**config.mk**
```make
export PLATFORM = sky130hd
export DESIGN_NAME = bdd_node_walker
export DESIGN_NICKNAME = d
export VERILOG_FILES = /design/src/rtl/bdd_node_walker.sv
export SDC_FILE = /design/constraint.sdc
export NUM_CORES = 1
export LEC_CHECK = 0
export ABC_AREA = 0
export CORE_ASPECT_RATIO = 1.4
export CORE_MARGIN = 4
export CORE_UTILIZATION = 36
export DETAILED_ROUTE_END_ITERATION = 10
export PLACE_DENSITY = 0.81
export SLEW_MARGIN = 10
export SYNTH_ARGS = -nofsm -noshare
export SYNTH_HDL_FRONTEND = slang
export SYNTH_SLANG_ARGS = --single-unit
```
**constraint.sdc**
```tcl
create_clock -name i_clk -period 2.7 [get_ports i_clk]
set_input_delay 0.81 -clock i_clk [delete_from_list [all_inputs] [get_ports i_clk]]
set_output_delay 0.81 -clock i_clk [all_outputs]
set_load 0.01 [all_outputs]
```
**src/rtl/bdd_node_walker.sv**
```systemverilog
// ---------------------------------------------------------------------------
// bdd_node_walker
//
// Walks a binary decision diagram held in a synchronous-read node SRAM.
// One 32-bit node word is fetched per step. A decision node selects its low
// or high child from the latched variable assignment. The walk repeats until
// a terminal node is reached or an error ends it.
//
// Node word: [7] terminal flag, [0] terminal value, [31:24] variable index,
//            [23:16] low child (variable = 0), [15:8] high child (variable = 1).
//
// Ports:
//   i_clk, i_rst      clock and synchronous active-high reset
//   i_start           start request, honoured only when idle
//   i_root, i_vars    root address and variable assignment, latched on start
//   o_busy            high from the accepted start until o_done
//   o_done            one-cycle pulse at the end of a traversal
//   o_result          terminal value (0 on error)
//   o_error           0 ok, 1 bad variable, 2 bad child pointer, 3 step limit
//   o_steps           nodes decoded in the last traversal
//   o_mem_addr        registered SRAM read address
//   o_mem_req         high while o_mem_addr is a valid read request
//   i_mem_data        SRAM read data
// ---------------------------------------------------------------------------
module bdd_node_walker #(
    parameter int ADDR_WIDTH = 4,
    parameter int DATA_WIDTH = 32,
    parameter int NUM_VARS   = 8,
    parameter int MAX_STEPS  = 16
) (
    input  logic                  i_clk,
    input  logic                  i_rst,
    input  logic                  i_start,
    input  logic [ADDR_WIDTH-1:0] i_root,
    input  logic [NUM_VARS-1:0]   i_vars,
    output logic                  o_busy,
    output logic                  o_done,
    output logic                  o_result,
    output logic [1:0]            o_error,
    output logic [7:0]            o_steps,
    output logic [ADDR_WIDTH-1:0] o_mem_addr,
    output logic                  o_mem_req,
    input  logic [DATA_WIDTH-1:0] i_mem_data
);

    localparam int VIDX_W = (NUM_VARS > 1) ? $clog2(NUM_VARS) : 1;
    localparam int VPAD   = 1 << VIDX_W;

    typedef enum logic [1:0] {
        IDLE,
        READ,
        EVAL
    } state_t;

    state_t              state_reg;
    logic [NUM_VARS-1:0] vars_reg;

    // Pad the assignment to a power of two so the variable lookup never
    // indexes past the vector; padded slots are only reachable for indices
    // already rejected as out of range.
    logic [VPAD-1:0] vars_pad;

    generate
        for (genvar gi = 0; gi < VPAD; gi++) begin : g_pad
            if (gi < NUM_VARS) begin : g_real
                assign vars_pad[gi] = vars_reg[gi];
            end else begin : g_zero
                assign vars_pad[gi] = 1'b0;
            end
        end
    endgenerate

    // Node decode, valid while in EVAL.
    logic       node_term;
    logic       node_val;
    logic [7:0] var_idx;
    logic       var_bad;
    logic       var_val;
    logic [7:0] child;
    logic       child_bad;
    logic [7:0] steps_next;
    logic       step_limit;

    assign node_term  = i_mem_data[7];
    assign node_val   = i_mem_data[0];
    assign var_idx    = i_mem_data[31:24];
    assign var_bad    = 32'(var_idx) >= 32'(NUM_VARS);
    assign var_val    = vars_pad[var_idx[VIDX_W-1:0]];
    assign child      = var_val ? i_mem_data[15:8] : i_mem_data[23:16];
    // Any child bit above the address width points outside the SRAM.
    assign child_bad  = (child >> ADDR_WIDTH) != 8'd0;
    assign steps_next = o_steps + 8'd1;
    assign step_limit = steps_next == 8'(MAX_STEPS);

    always_ff @(posedge i_clk) begin
        if (i_rst) begin
            state_reg  <= IDLE;
            vars_reg   <= '0;
            o_busy     <= 1'b0;
            o_done     <= 1'b0;
            o_result   <= 1'b0;
            o_error    <= 2'd0;
            o_steps    <= 8'd0;
            o_mem_addr <= '0;
            o_mem_req  <= 1'b0;
        end else begin
            o_done <= 1'b0;
            case (state_reg)
                IDLE: begin
                    // A start coinciding with the done pulse is dropped so
                    // the controller sees a full idle cycle between runs.
                    if (i_start && !o_done) begin
                        o_mem_addr <= i_root;
                        vars_reg   <= i_vars;
                        o_steps    <= 8'd0;
                        o_error    <= 2'd0;
                        o_result   <= 1'b0;
                        o_busy     <= 1'b1;
                        o_mem_req  <= 1'b1;
                        state_reg  <= READ;
                    end
                end
                READ: begin
                    // SRAM samples o_mem_addr on this edge.
                    state_reg <= EVAL;
                end
                EVAL: begin
                    o_steps <= steps_next;
                    if (node_term || var_bad || child_bad || step_limit) begin
                        o_done    <= 1'b1;
                        o_busy    <= 1'b0;
                        o_mem_req <= 1'b0;
                        state_reg <= IDLE;
                        if (node_term) begin
                            o_result <= node_val;
                            o_error  <= 2'd0;
                        end else if (var_bad) begin
                            o_result <= 1'b0;
                            o_error  <= 2'd1;
                        end else if (child_bad) begin
                            o_result <= 1'b0;
                            o_error  <= 2'd2;
                        end else begin
                            o_result <= 1'b0;
                            o_error  <= 2'd3;
                        end
                    end else begin
                        o_mem_addr <= child[ADDR_WIDTH-1:0];
                        state_reg  <= READ;
                    end
                end
                default: begin
                    state_reg <= IDLE;
                end
            endcase
        end
    end

endmodule

```
# After elaboration in Yosys (flattened, before gate mapping)
# Cells that the tools add are included.
word_totals:
  register_bits: 27
  latchBits: 0
  mem_bits_rw: 0
  mem_bits_ro: 0
  elab_cells: 56
  mem_count: 0
op_classes:
  n_addsub: 1
  n_mul: 0
  n_div: 0
  n_lt_le_gt_ge: 2
  n_eq_ne: 6
  n_shift: 0
  n_mux: 25
  bitwise: 1
  reduce_logical: 13
ops:
  columns: ["op", "n"]
  rows:
  - ["$mux 8", 2]
  - ["$pmux 8 s2", 1]
  - ["$mux 2", 5]
  - ["$mux 1", 9]
  - ["$add 8x1->8 const B", 1]
  - ["$eq 8x5->1 const B", 1]
  - ["$ge 8x4->1 const B", 1]
  - ["$mux 4", 2]
  - ["$pmux 4 s2", 1]
  - ["$reduce_bool 8->1", 1]
  - ["$ne 2x2->1 const B", 3]
  - ["$pmux 2 s3", 1]
  - ["$reduce_and 3->1", 2]
  - ["$lt 3x4->1 const B", 1]
  - ["$pmux 1 s2", 2]
  - ["$pmux 2 s2", 1]
  - ["$reduce_and 2->1", 2]
  - ["$bmux 1 s3", 1]
  - ["$logic_or 1x1->1", 3]
  - ["$eq 2x1->1 const B", 1]
  - ["$eq 2x2->1 const B", 1]
  - ["$logic_not 2->1", 1]
  - ["$reduce_bool 2->1", 1]
  - ["$reduce_or 2->1", 1]
  - ["3 further kinds", 3]

# Longest topological paths before layout
# Gate-level depths: netlist (run 1).
logic_depth:
  ltp_word: 9
  mapped_depth: 7
  mapped_depth_nobuf: 6

# Least setup slack after synthesis (run 1)
# OpenSTA, ideal clock, no wires.
synth_path:
  path_kind: "input-to-reg"
  start: "input port i_mem_data[24]"
  end: "register o_error[0]"
  arrival_time_ns: 2.494
  required_time_ns: 2.599
  path_slack_ns: 0.105
  stages: 6
  n_path_buf: 0
  cell_sequence: "mux4_1 > mux2i_4 > mux2_4 > a31oi_4 > or4b_1 > o41ai_1"
synth_between:
  elab_chain_cells: 9
synth_rtl:
  columns: ["element", "line_no", "rtl"]
  rows:
  - ["from (decl)", "43", "input logic [DATA_WIDTH-1:0] i_mem_data"]
  - ["$bmux 1 s3", "88", "assign var_val = vars_pad[var_idx[VIDX_W-1:0]];"]
  - ["$mux 1 (implied by the code)", "88", null]
  - ["$mux 8", "89", "assign child = var_val ? i_mem_data[15:8] : i_mem_data[23:16];"]
  - ["$reduce_bool 8->1", "91", "assign child_bad = (child >> ADDR_WIDTH) != 8'd0;"]
  - ["$mux 1", "140", "end else if (child_bad) begin"]
  - ["$mux 2", "137", "end else if (var_bad) begin"]
  - ["$mux 2", "134", "if (node_term) begin"]
  - ["$mux 2", "129", "if (node_term || var_bad || child_bad || step_limit) begin"]
  - ["$pmux 2 s2", "108", "case (state_reg)"]
  - ["to (signal assigned)", "136", "o_error <= 2'd0;"]
  - ["to (signal assigned)", "139", "o_error <= 2'd1;"]
  - ["to (signal assigned)", "142", "o_error <= 2'd2;"]
  - ["to (decl)", "39", "output logic [1:0] o_error,"]
# Parallel ways exist; a longest one is shown, timed or not. The select of a mux whose other input is x is not followed.
# A chain may end at the register's enable or synchronous reset.

# Worst setup path in the final report (run 1)
layout_path:
  start: "input port i_mem_data[26]"
  end: "register o_mem_addr[3]"
layout_between:
  elab_chain_cells: 8
layout_rtl:
  columns: ["element", "line_no", "rtl"]
  rows:
  - ["$bmux 1 s3", "88", null]
  - ["$mux 1 (implied by the code)", "88", null]
  - ["$mux 8", "89", null]
  - ["$reduce_bool 8->1", "91", null]
  - ["$logic_or 1x1->1 (2 in series)", "129", null]
  - ["$ne 2x2->1 (no line)", null, null]
  - ["$reduce_and 3->1 (no line)", null, null]
  - ["to (signal assigned)", "113", "o_mem_addr <= i_root;"]
  - ["to (signal assigned)", "148", "o_mem_addr <= child[ADDR_WIDTH-1:0];"]
  - ["to (decl)", "41", "output logic [ADDR_WIDTH-1:0] o_mem_addr,"]
# Parallel ways exist; a longest one is shown, timed or not. The select of a mux whose other input is x is not followed.

==> results.yml, run 1 <==
logic_synthesis:
  ys_ff_latch: 27
  synth_xor_area_frac: 0
  synthMuxAreaShare: 0.0954
  synth_most_common_cell: "nand2_1"
  syn_inst: 163
  syn_area_um2: 1360
  synth_top_area_share: 0.396
  synth_fp_nets: 211
  avgSynthCellArea_um2: 8.37
  synth-seq-area-share: 0.396
  synth_top_family_by_area: "simple AND/OR/NAND/NOR gates"
  synth_compound_area_frac: 0.203
  synth_ff_type: "dfxtp_1"
  synth-edff-count: 0
  yosysUniqueCellTypes: 35
  yosys.area.top_type: "dfxtp_1"
  synth.top_cells.by_count: "nand2_1, dfxtp_1, a21oi_1, nor2_1, clkbuf_1"
  ys_top_cells_by_area: "dfxtp_1, nand2_1, a21oi_1"
  async_reset_ff_frac: 0
  synthSimpleGateAreaFrac: 0.261
  yosys_warnings: 0
  synthAdderAreaFrac: 0.00917
cells_and_area:
  stdcell_count: 265
  layout.nets: 272
  post-route-util: 0.568
  syn_to_final_growth_pct: 51.7
  num-fill-cells: 329
  drive_gt1_frac: 0.0987
  diodes: 0
pwr:
  total_power_mw: 0.841
  p_leak_nw: 0.745
  power.density_nw_per_um2: 407
  vdd_drop_max_v: 0.000279
clock_tree:
  cts_root_buf: "clkbuf_8"
  cts_num_sinks: 27
  cts_hold_buf: 0
  cts.clk_slew.worst_paths_ns: 0.10
  h-tree-depth: 1
  cts-buffers-inserted: 3
  clk_latency_ns: 0.27
  clockBufferDepth: 2
  tritoncts: "built"
worst_hold_path:
  hp-class: "register to register"
routing:
  drt_pre_antenna_iters: 4
  drtAntennaViolNets: 0
  vias_per_cell: 5.31
  avgRoutedWirePerCell_um: 13.5
  routed_wl_um: 3590
  drt_iter0_drc: 33
  via_count: 1406
  drcViolationCount: 0
timing:
  final-setup-viol-count: 0
  rsz0062_at_grt: "no"
  worstMarginPinSlew_ns: 0.628
  min_period_ns: 2.61
  timing.fmax_ghz: 0.383
  fin_tns_setup_ns: 0
  final_max_slew_viol_count: 0
  slew_headroom: 0.580
  fin_skew_ns: 0.00524
  final.period_utilization: 0.967
  hold_viol_final: 0
  fin_ws_ns: 0.0899
placed_design:
  gp_congestion: 0.818
  place_ws_ns: -0.428
  dp.cells: 258
  place.port_buffers: 58
  hpwlAfterDp_um: 2650
floorplanning:
  die_w_um: 60.0
  dieArea_um2: 4850
  start_util: 0.374
  core_um2: 3640
  io_pins: 65
  row_count: 26
  fp.dieH_um: 80.8
grt:
  grt_pass1_wl_um: 6000
  grt_max_degree: 29
  overflow: 0
  first_global_vias: 1440
  grt_use_total: 0.158
  antenna_found_initial: 0
worst_setup_path:
  cp_max_fo: 4
  critPathArrivalTime_ns: 2.76
  cp-start-kind: "primary input"
  path_class: "primary input to register"
  end_kind: "register"
  required_ns: 2.85
run_status:
  status: "finished, final reports clean"
run:
  maxCapViolations: 0
[cell usage in the layout (no fill, tap or decap), types with 2 or more instances in the layout]
cell,instances
clkdlybuf4s50_1,57
nand2_1,32
dfxtp_1,27
a21oi_1,21
nor2_1,17
buf_4,10
nand3_1,5
o21ai_0,5
mux2i_1,4
a211o_1,4
nand3b_1,3
nor3_1,3
clkbuf_8,3
nor2b_1,2
nand2b_1,2
nor4_1,2
mux4_2,2
or3_1,2
a31oi_1,2
a311oi_1,2
[routing by layer]
metal  vias up  routed length, um  GRT usage
met2        48               1900      0.287
met3         2                282     0.0350
met5         -                  0          0
li1        707                  -          -
met4         0                 40     0.0710
met1       649               1370      0.169
[where the power goes]
group          internal (mW)  leakage, nW  total [mW]  switching [mW]
clock network          0.105       0.0217       0.232           0.128
logic                  0.111        0.503       0.184          0.0733
registers              0.415        0.220       0.425          0.0106
[worst max-delay path, cell delays in order]
cell and delay (ns):
clkdlybuf4s50_1 0.50, mux4_2 0.33, mux2i_4 0.19, mux2_4 0.36, a41oi_4 0.24, buf_4 0.17
a211o_1 0.09, a21oi_1 0.06
[final timing paths]
check / cells past startpoint / to / slack [ns] / start
worst max-delay path: 8 / o_mem_addr[3] / 0.09 / i_mem_data[26]
worst min-delay path: 2 / o_mem_addr[0] / 0.46 / o_mem_addr[0]
worst max register to register: 7 / o_mem_addr[3] / 0.53 / o_steps[0]
worst min register to register: 2 / o_mem_addr[0] / 0.46 / o_mem_addr[0]
[repair_timing]
action / 4_1_cts / 5_1_grt
pin swaps: 1 / 0
resized for setup: 4 / 1
setup endpoints to repair: 8 / 1
buffers inserted: 3 / 0
[per-stage QoR]
stage / hold slack (ns) / area (um^2)
finish: 0.456 / 2070
global route: 0.479 / 2070
CTS: 0.459 / 2070
detailed placement: 0.443 / 2010
global placement: 0.439 / 2010
floorplan: 0.432 / 1360
[final cells by class]
cell class / instances / area [um^2] / area share
Multi-Input combinational cell: 124 / 773 / 0.374
Clock buffer: 3 / 41.3 / 0.0200
Tap cell: 42 / 52.6 / 0.0254
Sequential cell: 27 / 541 / 0.261
Clock inverter: 1 / 7.51 / 0.00363
Timing Repair Buffer: 68 / 654 / 0.316
[kinds of logic after synthesis]
| logic type | after synthesis |
|---|---|
| simple gates | 75 |
| compound gates | 40 |
| flops | 27 |
| buf+inv | 12 |
| mux | 8 |
| fa+ha+maj | 1 |
No activity file was read; power rests on OpenSTA's default activity.
==> inputs of run 2 (changes only) <==
Clock period 2.7 ns to 2.36 ns, I/O delays scaled along.
==> run 2 against run 1 <==
Wire length down 0.28%; first-iteration DRC count rose by 55%; largest power group unchanged; sequential share of layout area fell by 0.36 points; critical endpoint is now o_error[0]; largest cell class unchanged.
==> results.yml, run 2 (synthesis gave the netlist of run 1 again) <==
grt:
  grt_max_degree: 29
  overflow: 0
  antenna_found_initial: 0
  grt_pass1_wl_um: 5870
  grt_use_total: 0.160
  first_global_vias: 1372
cells_and_area:
  layout.nets: 277
  diodes: 0
  drive_gt1_frac: 0.118
  num-fill-cells: 334
  syn_to_final_growth_pct: 53.9
  layout_commonest_cell: "clkdlybuf4s50_1"
  mostFrequentLayoutCells: "clkdlybuf4s50_1, nand2_1, dfxtp_1"
routing:
  drtAntennaViolNets: 0
  drcViolationCount: 0
  drt_pre_antenna_iters: 4
  routed_wl_um: 3580
  drt_iter0_drc: 51
  vias_per_cell: 5.22
  via_count: 1409
  avgRoutedWirePerCell_um: 13.2
worst_setup_path:
  cp-start-kind: "primary input"
  required_ns: 2.54
  crit_chain: "buf_2 -> mux4_2 -> mux2i_4 -> mux2_4 -> a31oi_4 -> or4b_1 -> o41ai_1"
  critPathArrivalTime_ns: 2.48
  end_kind: "register"
  crit_buf_inv: 1
  path_class: "primary input to register"
  cpPeakStageDelay_ns: 0.53
  critPathSlowestCell: "mux4_2"
  cp_max_fo: 6
  crit_family: "multiplexers"
clock_tree:
  tritoncts: "built"
  clockBufferDepth: 2
  cts_num_sinks: 27
  cts_root_buf: "clkbuf_8"
  h-tree-depth: 1
  cts-buffers-inserted: 3
  cts.clk_slew.worst_paths_ns: 0.09
  clk_latency_ns: 0.27
timing:
  rsz0062_at_grt: "no"
  fin_ws_ns: 0.0526
  final_max_slew_viol_count: 0
  whs_ns: 0.453
  slew_headroom: 0.670
  final.period_utilization: 0.978
  worstMarginPinSlew_ns: 0.495
  min_period_ns: 2.31
  final-setup-viol-count: 0
  timing.fmax_ghz: 0.433
  hold_viol_final: 0
  fin_skew_ns: 0.00201
floorplanning:
  core_um2: 3640
  fp.dieH_um: 80.8
  io_pins: 65
  die_w_um: 60.0
  start_util: 0.374
  dieArea_um2: 4850
  row_count: 26
pwr:
  p_leak_nw: 0.773
  vdd_drop_max_v: 0.000341
  power.density_nw_per_um2: 454
placed_design:
  hpwlAfterDp_um: 2780
  place_ws_ns: -0.641
  gp_congestion: 0.770
  place.port_buffers: 58
run_status:
  status: "finished, final reports clean"
run:
  maxCapViolations: 0
worst_hold_path:
  hp-class: "register to register"
run 2: worst reg2reg max path: cells and delay by family, from the launching register on:
family | cells | cell delay [ns]
AO/OA/AOI/OAI | 4 | 0.68
AND/OR/NAND/NOR | 2 | 0.67
buffers and inverters | 1 | 0.17
flip-flops | 1 | 0.44
run 2: per-layer routing:
layer  track usage  up-vias  wire (um)  part of all wire
met1         0.169      645       1360              0.38
met5             0        -          0                 0
met2         0.286       47       1880              0.53
met4        0.0843        0         84             0.023
met3        0.0366        7        243             0.068
li1              -      710          -                 -
run 2: cell type report:
| cell class | count | area, um^2 | share of cell area |
|---|---|---|---|
| flip-flops and latches | 27 | 541 | 0.258 |
| repair buffers | 73 | 687 | 0.327 |
| multi-input cells | 124 | 773 | 0.369 |
| well taps | 42 | 52.6 | 0.0250 |
| clock buffers | 4 | 45.0 | 0.0215 |
run 2: repair_timing:
item,in CTS,in global routing
setup endpoints to repair,10,2
hold buffers,0,0
resized for setup,4,1
setup buffers,0,1
pin swaps,1,2
run 2: per-stage QoR:
step | util | cell area, um^2 | total power [mW] | cells | setup TNS (ns)
final | 0.576 | 2100 | 0.952 | 270 | 0
after global routing | 0.576 | 2100 | 1.01 | 270 | 0
after CTS | 0.576 | 2100 | 0.972 | 269 | 0
after detailed placement | 0.563 | 2050 | 0.705 | 265 | -5.70
after global placement | 0.563 | 2050 | 0.701 | 265 | -5.14
after floorplan | - | 1360 | 0.587 | 163 | -0.210
run 2: report_power, final:
part | internal, mW | total (mW) | switching [mW]
clock | 0.121 | 0.259 | 0.138
sequential | 0.474 | 0.486 | 0.0119
combinational | 0.124 | 0.207 | 0.0824
total | 0.720 | 0.952 | 0.232
run 2: final timing paths:
kind | slack, ns | to | start | cells past startpoint
setup / recovery | 0.05 | o_error[0] | i_mem_data[24] | 7
hold / removal | 0.45 | o_mem_addr[0] | o_mem_addr[0] | 2
setup reg to reg | 0.30 | o_error[0] | o_steps[2] | 7
hold reg to reg | 0.45 | o_mem_addr[0] | o_mem_addr[0] | 2
==> inputs of run 3 (changes only) <==
Settings changed: CORE_UTILIZATION 36 to 30, PLACE_DENSITY 0.81 to 0.7.
==> run 3 against run 2 <==
Sequential cell count stayed put; critical endpoint unchanged; final cell count is 7.0% higher; wire length is 4.1% higher; clock power hardly changed; count of clock-buffer cells in the layout is 1 lower; die area is 18% higher; sequential power hardly changed.
==> results.yml, run 3 (synthesis gave the netlist of run 1 again) <==
routing:
  wl_met3_um: 250
  dr_wl_met2_um: 1950
  top_layer_used: "met4"
  drt_pre_antenna_iters: 5
  drtAntennaViolNets: 0
  routed_wl_um: 3720
  drt_iter0_drc: 78
  met1_length_um: 1500
  via_count: 1394
  drcViolationCount: 0
  vias_per_cell: 4.82
  avgRoutedWirePerCell_um: 12.9
timing:
  timing.fmax_ghz: 0.435
  fin_tns_setup_ns: 0
  worstMarginPinSlew_ns: 0.524
  slew_headroom: 0.651
  fin_skew_ns: 0.00534
  min_period_ns: 2.30
  final_max_slew_viol_count: 0
  rsz0062_at_grt: "no"
  hold_viol_final: 0
  final.period_utilization: 0.974
  final-setup-viol-count: 0
grt:
  grt_pass1_wl_um: 6030
  grt_max_degree: 29
  first_global_vias: 1385
  grt_use_total: 0.131
  antenna_found_initial: 0
  overflow: 0
pwr:
  comb_power_share: 0.223
  vdd_drop_max_v: 0.000365
  clkPwrFrac: 0.270
  p_leak_nw: 0.787
  total_power_mw: 0.958
  sequentialPowerShare: 0.507
  p_sw_mw: 0.237
  power.density_nw_per_um2: 446
  p_int_mw: 0.722
  swShare: 0.247
worst_setup_path:
  rrSetupSlack_ns: 0.25
  r2r-end: "o_error[0]"
  critical_path.startpoint: "i_mem_data[24]"
  end_kind: "register"
  r2r-start: "o_steps[1]"
  required_ns: 2.53
  critPathArrivalTime_ns: 2.47
  crit_path_end: "o_error[0]"
  cp-start-kind: "primary input"
  cp_max_fo: 4
  reg2reg_depth: 7
  path_class: "primary input to register"
placed_design:
  place.port_buffers: 58
  hpwlAfterDp_um: 2820
  dp.cells: 285
  gp_congestion: 0.921
floorplanning:
  io_pins: 65
  start_util: 0.316
  core_um2: 4310
  row_count: 28
  dieArea_um2: 5700
  fp.dieH_um: 87.8
  die_w_um: 65.0
cells_and_area:
  layout.nets: 278
  stdcell_count: 289
  layout_commonest_cell: "clkdlybuf4s50_1"
  diodes: 0
  post-route-util: 0.498
  syn_to_final_growth_pct: 57.4
  mostFrequentLayoutCells: "clkdlybuf4s50_1, nand2_1, dfxtp_1"
  drive_gt1_frac: 0.140
worst_hold_path:
  hp-class: "register to register"
clock_tree:
  tritoncts: "built"
  clk_latency_ns: 0.27
  cts_num_sinks: 27
  cts.clk_slew.worst_paths_ns: 0.09
  h-tree-depth: 1
  clockBufferDepth: 2
  cts_root_buf: "clkbuf_8"
  post-cts-setup-buffer-count: 0
  cts-buffers-inserted: 3
run_status:
  status: "finished, final reports clean"
run:
  maxCapViolations: 0
[run 3: worst min path at each step]
stage	slack, ns	end	from	cells past startpoint
after floorplan	0.43	vars_pad[4]	vars_pad[4]	2
after global placement	0.44	vars_pad[5]	vars_pad[5]	2
after detailed placement	0.44	vars_pad[5]	vars_pad[5]	2
after CTS	0.46	vars_pad[5]	vars_pad[5]	2
after global routing	0.47	vars_pad[5]	vars_pad[5]	2
final	0.45	vars_pad[5]	vars_pad[5]	2
[run 3: cell type report]
type,count,area [um^2]
sequential,27,541
clock buffer,3,41.3
fill,440,2160
tap,60,75.1
multi-input combinational,124,791
timing repair buffer,74,694
clock inverter,1,5.00
[run 3: metal layers]
metal	GRT usage	up-vias
met1	0.147	632
met2	0.251	44
met4	0.0250	0
li1	-	716
met3	0.0282	2
met5	0	-
[run 3: worst max-delay path: stages]
cell and delay [ns]:
buf_2 0.11, mux4_2 0.52, mux2i_4 0.19, mux2_4 0.22, a31oi_4 0.10, or4b_4 0.55
o41ai_2 0.06
[run 3: power by group through the flow]
stage / Clock, mW / Sequential, mW / Combinational [mW]
after floorplan: 0 / 0.498 / 0.0890
after global placement: 0 / 0.496 / 0.214
after detailed placement: 0 / 0.496 / 0.215
after CTS: 0.270 / 0.486 / 0.215
after global routing: 0.287 / 0.489 / 0.233
final: 0.259 / 0.486 / 0.214
[run 3: metrics by stage]
stage | cell area [um^2] | hold slack, ns | setup WS, ns
finish | 2150 | 0.455 | 0.0602
global route | 2150 | 0.468 | 0.000468
CTS | 2140 | 0.457 | 0.0193
detailed placement | 2090 | 0.443 | -0.610
global placement | 2090 | 0.441 | -0.597
floorplan | 1360 | 0.433 | -0.0596
[run 3: what timing repair did]
| action | CTS | global route |
|---|---|---|
| endpoints found under the setup margin | 10 | 1 |
| pin swaps | 1 | 0 |
| hold endpoints to repair | 0 | 0 |
| resized for setup | 6 | 2 |
| hold buffers | 0 | 0 |
